<file path="src/rtl/cpu_csr_pkg.sv">
// cpu_csr_pkg
// Shared CSR constants for the hardware performance monitor block:
// base addresses of each counter CSR family, the mhpmevent field
// layout, and the index of the first programmable hpmcounter.
package cpu_csr_pkg;

  // Base addresses. Counter i lives at base + i.
  localparam logic [11:0] ADDR_MHPMCOUNTER   = 12'hB03;
  localparam logic [11:0] ADDR_MHPMCOUNTERH  = 12'hB83;
  localparam logic [11:0] ADDR_HPMCOUNTER    = 12'hC03;
  localparam logic [11:0] ADDR_HPMCOUNTERH   = 12'hC83;
  localparam logic [11:0] ADDR_MHPMEVENT     = 12'h323;
  localparam logic [11:0] ADDR_MCOUNTINHIBIT = 12'h320;

  // mhpmevent layout: event select in the low bits, sticky overflow on top.
  localparam int SEL_W  = 5;
  localparam int OF_BIT = 31;

  // Counter 0 corresponds to hpmcounter3, so inhibit bits start at 3.
  localparam int HPM_FIRST = 3;

endpackage

</file>
<file path="src/rtl/cpu_hpm_counter.sv">
// cpu_hpm_counter
// One programmable performance counter slice: CNT_WIDTH-bit counter,
// event select register and sticky overflow flag.
//
// Ports:
//   clk, rst     clock / asynchronous active-high reset
//   events       event pulse bus shared by all slices
//   inhibit      this counter's mcountinhibit bit
//   wr_lo/wr_hi  CSR write strobes for the low / high counter halves
//   wr_evt       CSR write strobe for this slice's mhpmevent
//   data_in      CSR write data
//   count        current counter value
//   sel          current event select
//   of           sticky overflow flag
module cpu_hpm_counter
  import cpu_csr_pkg::*;
#(
  parameter int NUM_EVENTS = 16,
  parameter int CNT_WIDTH  = 64
) (
  input  logic                  clk,
  input  logic                  rst,
  input  logic [NUM_EVENTS-1:0] events,
  input  logic                  inhibit,
  input  logic                  wr_lo,
  input  logic                  wr_hi,
  input  logic                  wr_evt,
  input  logic [31:0]           data_in,
  output logic [CNT_WIDTH-1:0]  count,
  output logic [SEL_W-1:0]      sel,
  output logic                  of
);

  logic [31:0] ev_ext;
  logic        selected;
  logic        bump;
  logic        wrap;

  // Zero-extending to 32 makes every select above NUM_EVENTS hit a 0 bit.
  assign ev_ext   = 32'(events);
  assign selected = (sel != '0) && ev_ext[sel - 5'd1];

  // A software write to either half takes priority and swallows the increment.
  assign bump = selected && !inhibit && !wr_lo && !wr_hi;
  assign wrap = bump && (&count);

  always_ff @(posedge clk or posedge rst) begin
    if (rst) begin
      count <= '0;
    end else if (wr_lo) begin
      count[31:0] <= data_in;
    end else if (wr_hi) begin
      count[CNT_WIDTH-1:32] <= data_in[CNT_WIDTH-33:0];
    end else if (bump) begin
      count <= count + {{(CNT_WIDTH-1){1'b0}}, 1'b1};
    end
  end

  // A hardware overflow always sets OF, even against a software clear.
  always_ff @(posedge clk or posedge rst) begin
    if (rst) begin
      sel <= '0;
      of  <= 1'b0;
    end else if (wr_evt) begin
      sel <= data_in[SEL_W-1:0];
      of  <= data_in[OF_BIT] | wrap;
    end else begin
      of  <= of | wrap;
    end
  end

endmodule

</file>
<file path="src/rtl/cpu_hpm_counters.sv">
// cpu_hpm_counters
// Bank of NUM_COUNTERS RISC-V style hardware performance counters
// (mhpmcounter3.. / mhpmevent3..) with mcountinhibit and an overflow
// interrupt. The top holds CSR address decode, the inhibit register
// and the combinational read mux; each counter is a cpu_hpm_counter.
//
// Ports:
//   clk, rst   clock / asynchronous active-high reset
//   addr       CSR address
//   data_in    CSR write data
//   wr         CSR write strobe
//   data_out   CSR read data (combinational)
//   events     event pulse bus
//   ovf_irq    OR of all sticky overflow flags
module cpu_hpm_counters
  import cpu_csr_pkg::*;
#(
  parameter int NUM_COUNTERS = 4,
  parameter int NUM_EVENTS   = 16,
  parameter int CNT_WIDTH    = 64
) (
  input  logic                  clk,
  input  logic                  rst,
  input  logic [11:0]           addr,
  input  logic [31:0]           data_in,
  input  logic                  wr,
  output logic [31:0]           data_out,
  input  logic [NUM_EVENTS-1:0] events,
  output logic                  ovf_irq
);

  logic [NUM_COUNTERS-1:0] inhibit;
  logic [NUM_COUNTERS-1:0] wr_lo;
  logic [NUM_COUNTERS-1:0] wr_hi;
  logic [NUM_COUNTERS-1:0] wr_evt;
  logic [NUM_COUNTERS-1:0] of_vec;
  logic [CNT_WIDTH-1:0]    cnt     [NUM_COUNTERS];
  logic [63:0]             cnt_ext [NUM_COUNTERS];
  logic [SEL_W-1:0]        sel_arr [NUM_COUNTERS];

  logic wr_inhibit;
  assign wr_inhibit = wr && (addr == ADDR_MCOUNTINHIBIT);

  always_ff @(posedge clk or posedge rst) begin
    if (rst) begin
      inhibit <= '0;
    end else if (wr_inhibit) begin
      inhibit <= data_in[HPM_FIRST +: NUM_COUNTERS];
    end
  end

  // Only the mhpm* addresses decode as writes; hpm* aliases are read-only.
  for (genvar i = 0; i < NUM_COUNTERS; i++) begin : g_cnt
    assign wr_lo[i]   = wr && (addr == ADDR_MHPMCOUNTER  + 12'(i));
    assign wr_hi[i]   = wr && (addr == ADDR_MHPMCOUNTERH + 12'(i));
    assign wr_evt[i]  = wr && (addr == ADDR_MHPMEVENT    + 12'(i));
    assign cnt_ext[i] = 64'(cnt[i]);

    cpu_hpm_counter #(
      .NUM_EVENTS (NUM_EVENTS),
      .CNT_WIDTH  (CNT_WIDTH)
    ) u_counter (
      .clk     (clk),
      .rst     (rst),
      .events  (events),
      .inhibit (inhibit[i]),
      .wr_lo   (wr_lo[i]),
      .wr_hi   (wr_hi[i]),
      .wr_evt  (wr_evt[i]),
      .data_in (data_in),
      .count   (cnt[i]),
      .sel     (sel_arr[i]),
      .of      (of_vec[i])
    );
  end

  // Addresses are disjoint, so at most one branch below matches.
  always_comb begin
    data_out = '0;
    if (addr == ADDR_MCOUNTINHIBIT) begin
      data_out = 32'(inhibit) << HPM_FIRST;
    end
    for (int i = 0; i < NUM_COUNTERS; i++) begin
      if (addr == ADDR_MHPMCOUNTER + 12'(i) || addr == ADDR_HPMCOUNTER + 12'(i)) begin
        data_out = cnt_ext[i][31:0];
      end
      if (addr == ADDR_MHPMCOUNTERH + 12'(i) || addr == ADDR_HPMCOUNTERH + 12'(i)) begin
        data_out = cnt_ext[i][63:32];
      end
      if (addr == ADDR_MHPMEVENT + 12'(i)) begin
        data_out = {of_vec[i], {(OF_BIT-SEL_W){1'b0}}, sel_arr[i]};
      end
    end
  end

  assign ovf_irq = |of_vec;

endmodule

</file>
<file path="config.mk">
export PLATFORM = sky130hd
export DESIGN_NAME = cpu_hpm_counters
export DESIGN_NICKNAME = d
export VERILOG_FILES = /design/src/rtl/cpu_csr_pkg.sv /design/src/rtl/cpu_hpm_counter.sv /design/src/rtl/cpu_hpm_counters.sv
export SDC_FILE = /design/constraint.sdc
export NUM_CORES = 1
export LEC_CHECK = 0
export CORE_MARGIN = 5
export CORE_UTILIZATION = 40
export DETAILED_ROUTE_END_ITERATION = 8
export SLEW_MARGIN = 25
export SYNTH_ARGS = -nofsm -noshare
export SYNTH_HDL_FRONTEND = slang
export SYNTH_SLANG_ARGS = --single-unit
</file>
<file path="constraint.sdc">
create_clock -name clk -period 9.2 [get_ports clk]
set_input_delay 1.84 -clock clk [delete_from_list [all_inputs] [get_ports clk]]
set_output_delay 1.84 -clock clk [all_outputs]
set_load 0.01 [all_outputs]
</file>
; ---- Word level (Yosys, flattened, before mapping)
; Index checks and enable logic that the tools add are counted.
[word_totals]
reg_bits = 284
in_bits = 63
out_inout_bits = 33
word_cells = 185
[classes]
addsub = 8
order_cmp = 4
n_eq_ne = 25
muxes = 41
n_bitwise = 12
n_reduce_logical = 78
[ops]
columns = operator, count
row1 = $mux W32, 24
row2 = $add A64 B1 Y64 const B, 4
row3 = $mux W64, 4
row4 = $reduce_and A64 Y1, 4
row5 = $eq A12 B12 Y1 const B, 16
row6 = $eq A12 B10 Y1 const B, 5
row7 = $logic_and A1 B1 Y1, 33
row8 = $lt A5 B6 Y1 const B, 4
row9 = $bmux W1 S5, 4
row10 = $reduce_bool A5 Y1, 4
row11 = $sub A5 B1 Y5 const B, 4
row12 = $reduce_and A2 Y1, 8
row13 = $reduce_bool A2 Y1, 8
row14 = $logic_not A1 Y1, 12
row15 = $logic_or A1 B1 Y1, 8
row16 = $mux W1, 8
row17 = $ne A2 B1 Y1 const B, 4
row18 = $or A1 B1 Y1, 8
row19 = $mux W7, 1
row20 = $not A1 Y1, 4
row21 = $reduce_or A4 Y1, 1

; ---- Depth between registers and ports, before layout
[logic_depth]
depth_word = 14
depth_mapped = 13
ltp_nobuf = 9

; ---- By module
; A second synthesis with hierarchy kept.
[unflattened]
cells_unflattened = 2490
hier_area_um2 = 21152.8
[by_module_without_submodules]
columns = module, n_inst, cells_per_inst, area_per_inst_um2, seq_area_each_um2
row1 = cpu_hpm_counter, 4, 531, 4629.4, 1751.7
row2 = cpu_hpm_counters, 1, 366, 2635.0, 100.1

; ---- Least setup slack after synthesis
; Ideal clock, no wire load.
[synth_path]
path_type = in2out
from = input addr[5]
to = output data_out[13]
arrival_time_ns = 3.997
t_required_ns = 7.360
slack_ns = 3.363
cell_stages = 9
n_path_buf = 3
path_cell_list = or4_1 > buf_2 > a2111oi_1 > buf_2 > buf_2 > nand2_1 > o21ai_0 > a221oi_1 > a31oi_1
[synth_between]
elab_chain_cells = 14
elab_cells_between_ends = 40
cone_classes = 20 x eq/ne / 12 x mux / 8 x reduce/logical
[synth_rtl]
columns = item, line
row1 = from (decl), cpu_hpm_counters.sv:24  ; input logic [11:0] addr,
row2 = $eq A12 B12 Y1, cpu_hpm_counters.sv:84  ; if (addr == ADDR_MHPMCOUNTER + 12'(i) || addr == ADDR_HPMCOUNTER + 12'(i)) begin
row3 = $logic_or A1 B1 Y1, cpu_hpm_counters.sv:84
row4 = $mux W32, cpu_hpm_counters.sv:84
row5 = $mux W32, cpu_hpm_counters.sv:87  ; if (addr == ADDR_MHPMCOUNTERH + 12'(i) || addr == ADDR_HPMCOUNTERH + 12'(i)) begin
row6 = $mux W32, cpu_hpm_counters.sv:90  ; if (addr == ADDR_MHPMEVENT + 12'(i)) begin
row7 = $mux W32, cpu_hpm_counters.sv:84
row8 = $mux W32, cpu_hpm_counters.sv:87
row9 = $mux W32, cpu_hpm_counters.sv:90
row10 = $mux W32, cpu_hpm_counters.sv:84
row11 = $mux W32, cpu_hpm_counters.sv:87
row12 = $mux W32, cpu_hpm_counters.sv:90
row13 = $mux W32, cpu_hpm_counters.sv:84
row14 = $mux W32, cpu_hpm_counters.sv:87
row15 = $mux W32 (*), cpu_hpm_counters.sv:90
row16 = to (decl), cpu_hpm_counters.sv:27  ; output logic [31:0] data_out,
; Mark *: on every way between the ends. The rest lies on a longest branch, timed or not.

; ---- Worst setup path after layout
[layout_path]
from = input addr[5]
to = output data_out[14]
; The elaborated chain is that of the path after synthesis.

==> flow_summary.json <==
{
  "synth_fa_ha_area_frac": 0.005310,
  "areaGrowthSynthToFinish_pct": 14.08,
  "fin_nets": 2349,
  "drt-wirelength-per-cell_um": 27.10,
  "avgSynthCellArea_um2": 8.283,
  "cts.sinks": 284,
  "drcViolationCount": 0,
  "p_comb_frac": 0.059,
  "holdBufCountCts": 0,
  "grt_first_pass_wirelength_mm": 115.7,
  "synth_top_family_by_area": "simple AND/OR/NAND/NOR gates",
  "hold_end": "g_cnt[1].u_counter.sel[4]",
  "hp-class": "reg -> reg",
  "layout-drive-gt1-share": 0.07518,
  "synth-seq-cells": 284,
  "clockBufferDepth": 3,
  "critPathArrivalTime_ps": 5720,
  "placed_area_mm2": 0.02027,
  "grt_max_degree": 157,
  "multi_input_area_mm2": 0.01098,
  "drt-pass1-iter-count": 6,
  "syn_inst": 2276,
  "synth_edf_count": 0,
  "post_cts_buffers": 0,
  "setup_ws_ps": 1641,
  "fmax_mhz": 132.3,
  "synth_area_mm2": 0.01885,
  "num_rows": 79,
  "internal_power_uw": 2246,
  "startpoint_type": "primary input",
  "setup_viol": 0,
  "clkTransAtPathRegs_ps": 60,
  "power_switching_share": 0.2448,
  "status": "completed",
  "design.die.area_mm2": 0.05157,
  "maxSlewHeadroom": 0.2960,
  "reg2reg_slack_ps": 5270,
  "tritoncts": "yes",
  "maxCapViolCount": 0,
  "crit_path_end_kind": "output port",
  "utilization": 0.4619,
  "hold_violations": 0,
  "holdPathStages": 1,
  "grtUsageTotal": 0.2992,
  "finClkSkew_ps": 23.09,
  "routed_wl_mm": 78.84,
  "power_leakage_uw": 0.007851,
  "io_pins": 96,
  "numCtsBuffers": 36,
  "power_frac_seq": 0.444,
  "ys_seq_area_frac": 0.3770,
  "synth_xor_area_frac": 0.08827,
  "synth-simple-area-share": 0.2589,
  "power_frac_clock": 0.497,
  "dp_slack_ps": 1656,
  "cts_resized": 0,
  "finalCriticalPeriod_ps": 7559,
  "synth_top_cell_by_area": "dfrtp_1",
  "core_mm2": 0.04656,
  "synth_mux_area_frac": 0.04281,
  "rsz0062_at_grt": "false",
  "rr_worst_depth": 8,
  "detail_route.vias_per_cell": 6.369,
  "syn_nets": 2347,
  "powerDensity_mw_per_mm2": 138.3,
  "seq_area_mm2": 0.007107,
  "critical_path_required_ps": 7360,
  "fin_area_mm2": 0.02151,
  "path_class": "in -> out",
  "initial_core_util": 0.4049,
  "die_h_um": 227.1,
  "drtIter0Drc": 2382,
  "dominantRegCellSynth": "dfrtp_1",
  "clock_latency_ps": 550,
  "slew_viol_final": 0,
  "rr_endpoint": "g_cnt[1].u_counter.of",
  "via_count": 18528,
  "min_from": "g_cnt[1].u_counter.sel[4]",
  "root_buffer": "clkbuf_16",
  "fin_tns_setup_ps": 0,
  "fill_cells": 4569,
  "peakVddDrop_mv": 0.1124,
  "die-width_um": 227.1,
  "p_sw_uw": 727.9,
  "async_reset_ff_frac": 1.000,
  "synth_area_leaders": "dfrtp_1 (38%), xnor2_1 (6.6%), nand2_1 (6.0%)",
  "grt_overflow": 0,
  "period_share": 0.8216,
  "detailed_place_hpwl_mm": 58.46,
  "timing.rr.start": "g_cnt[1].u_counter.sel[0]",
  "htreeDepth": 2,
  "gp_congestion": 0.9867,
  "ys_types": 76,
  "port_buffers": 95,
  "synth_compound_area_frac": 0.1820,
  "ys.warnings.count": 0,
  "antenna_found_initial": 1,
  "power.total_uw": 2973,
  "cp_max_fo": 25,
  "ant_nets": 0,
  "grt_pass1_vias": 17319,
  "tightest_slew_ps": 1053,
  "synth.top_cell.area_share": 0.3770
}
[synthesized netlist by cell type, drive strengths merged (9+ instances only)]
cell,number
nand2,300
dfrtp,284
o21ai,220
nor2,181
xnor2,143
clkbuf,133
a21oi,115
nand3,106
nor3,96
nand4,62
nor4,54
inv,49
xor2,47
and3,44
buf,37
a31oi,35
a22oi,31
a221o,26
mux2,23
and2,21
or3,21
and4,20
a222oi,18
mux2i,18
a211oi,16
a22o,16
mux4,16
o311ai,15
a221oi,14
nor3b,14
nor2b,13
or2,9
[power groups by stage]
stage                     Sequential (uW)  Clock, uW  Combinational (uW)
after detailed placement             1340          0                 173
after floorplan                      1320          0                93.7
after global routing                 1320       1550                 188
final                                1320       1480                 175
after global placement               1340          0                 172
after CTS                            1320       1490                 174
[per-layer routing]
| metal | share of wire | vias to the layer above | GRT usage | wire length, um |
|---|---|---|---|---|
| li1 | - | 8294 | - | - |
| met1 | 0.42 | 9064 | 0.4119 | 32740 |
| met2 | 0.44 | 953 | 0.4588 | 34800 |
| met3 | 0.086 | 217 | 0.05184 | 6741 |
| met4 | 0.058 | 0 | 0.1460 | 4555 |
| met5 | 0 | - | 0 | 0 |
[cells in the final DEF, fill, tap and decap left out, types with 12 or more instances in the layout]
master / synthesis / layout
clkbuf_16: 0 / 37
buf_4: 0 / 37
clkdlybuf4s50_1: 0 / 95
a21oi_1: 115 / 115
xnor2_1: 143 / 143
nor3_1: 89 / 86
o21ai_1: 30 / 30
nor2b_1: 13 / 12
mux2_2: 23 / 23
a221o_1: 26 / 26
o21ai_0: 190 / 190
nand3_1: 106 / 105
a31oi_1: 35 / 35
a211oi_1: 16 / 16
inv_1: 49 / 48
a221oi_1: 14 / 14
a22oi_1: 31 / 31
a222oi_1: 18 / 18
mux4_2: 14 / 14
o311ai_0: 14 / 14
and3_1: 44 / 44
or3_1: 21 / 21
nor3b_1: 14 / 14
mux2i_1: 18 / 18
xor2_1: 47 / 47
a22o_1: 16 / 16
nand2_1: 300 / 299
nand4_1: 62 / 62
and2_1: 17 / 17
dfrtp_1: 284 / 284
nor2_1: 180 / 174
and4_1: 20 / 20
nor4_1: 47 / 44
[through the flow]
stage          hold slack (ps)  std cells
2_1_floorplan            477.7       2276
4_1_cts                  554.2       2907
3_3_place_gp             532.2       2846
3_5_place_dp             544.2       2846
6_report                 561.6       2909
5_1_grt                  582.4       2908
[cells by family after synthesis]
logic type	Yosys count
buf+inv	219
compound gates	545
xor+xnor	190
flops	284
simple gates	973
mux	57
fa+ha+maj	8
[worst max-delay path by stage]
stage                     startpoint           end  slack [ps]  cells past startpoint
after floorplan              addr[5]  data_out[13]        3360                      9
after global placement       addr[0]   data_out[1]        1700                      9
after detailed placement     addr[2]   data_out[2]        1660                      9
after CTS                    addr[2]   data_out[1]        1620                      9
after global routing         addr[5]  data_out[23]        1470                      8
final                        addr[5]  data_out[14]        1640                      8
[registers in the layout (all words and copies together), names as in the netlist]
register               count
g_cnt.u_counter.count    256
g_cnt.u_counter.of         4
inhibit                    4
g_cnt.u_counter.sel       20
[area by class of cell]
class                      count  share of cell area
multi-input combinational   1773              0.5104
sequential                   284              0.3305
timing repair buffer         134             0.05899
clock buffer                  54             0.04974
tap                          607             0.03532
inverter                      49            0.008727
clock inverter                 7            0.006283
antenna                        1           0.0001164
[critical path: stages]
cell,delay [ps]
clkdlybuf4s50_1,460
nor4b_2,690
o211ai_1,390
nor2_2,430
buf_4,380
a222oi_1,180
a31oi_1,650
clkdlybuf4s50_1,680
No activity file was read; power rests on OpenSTA's default activity.
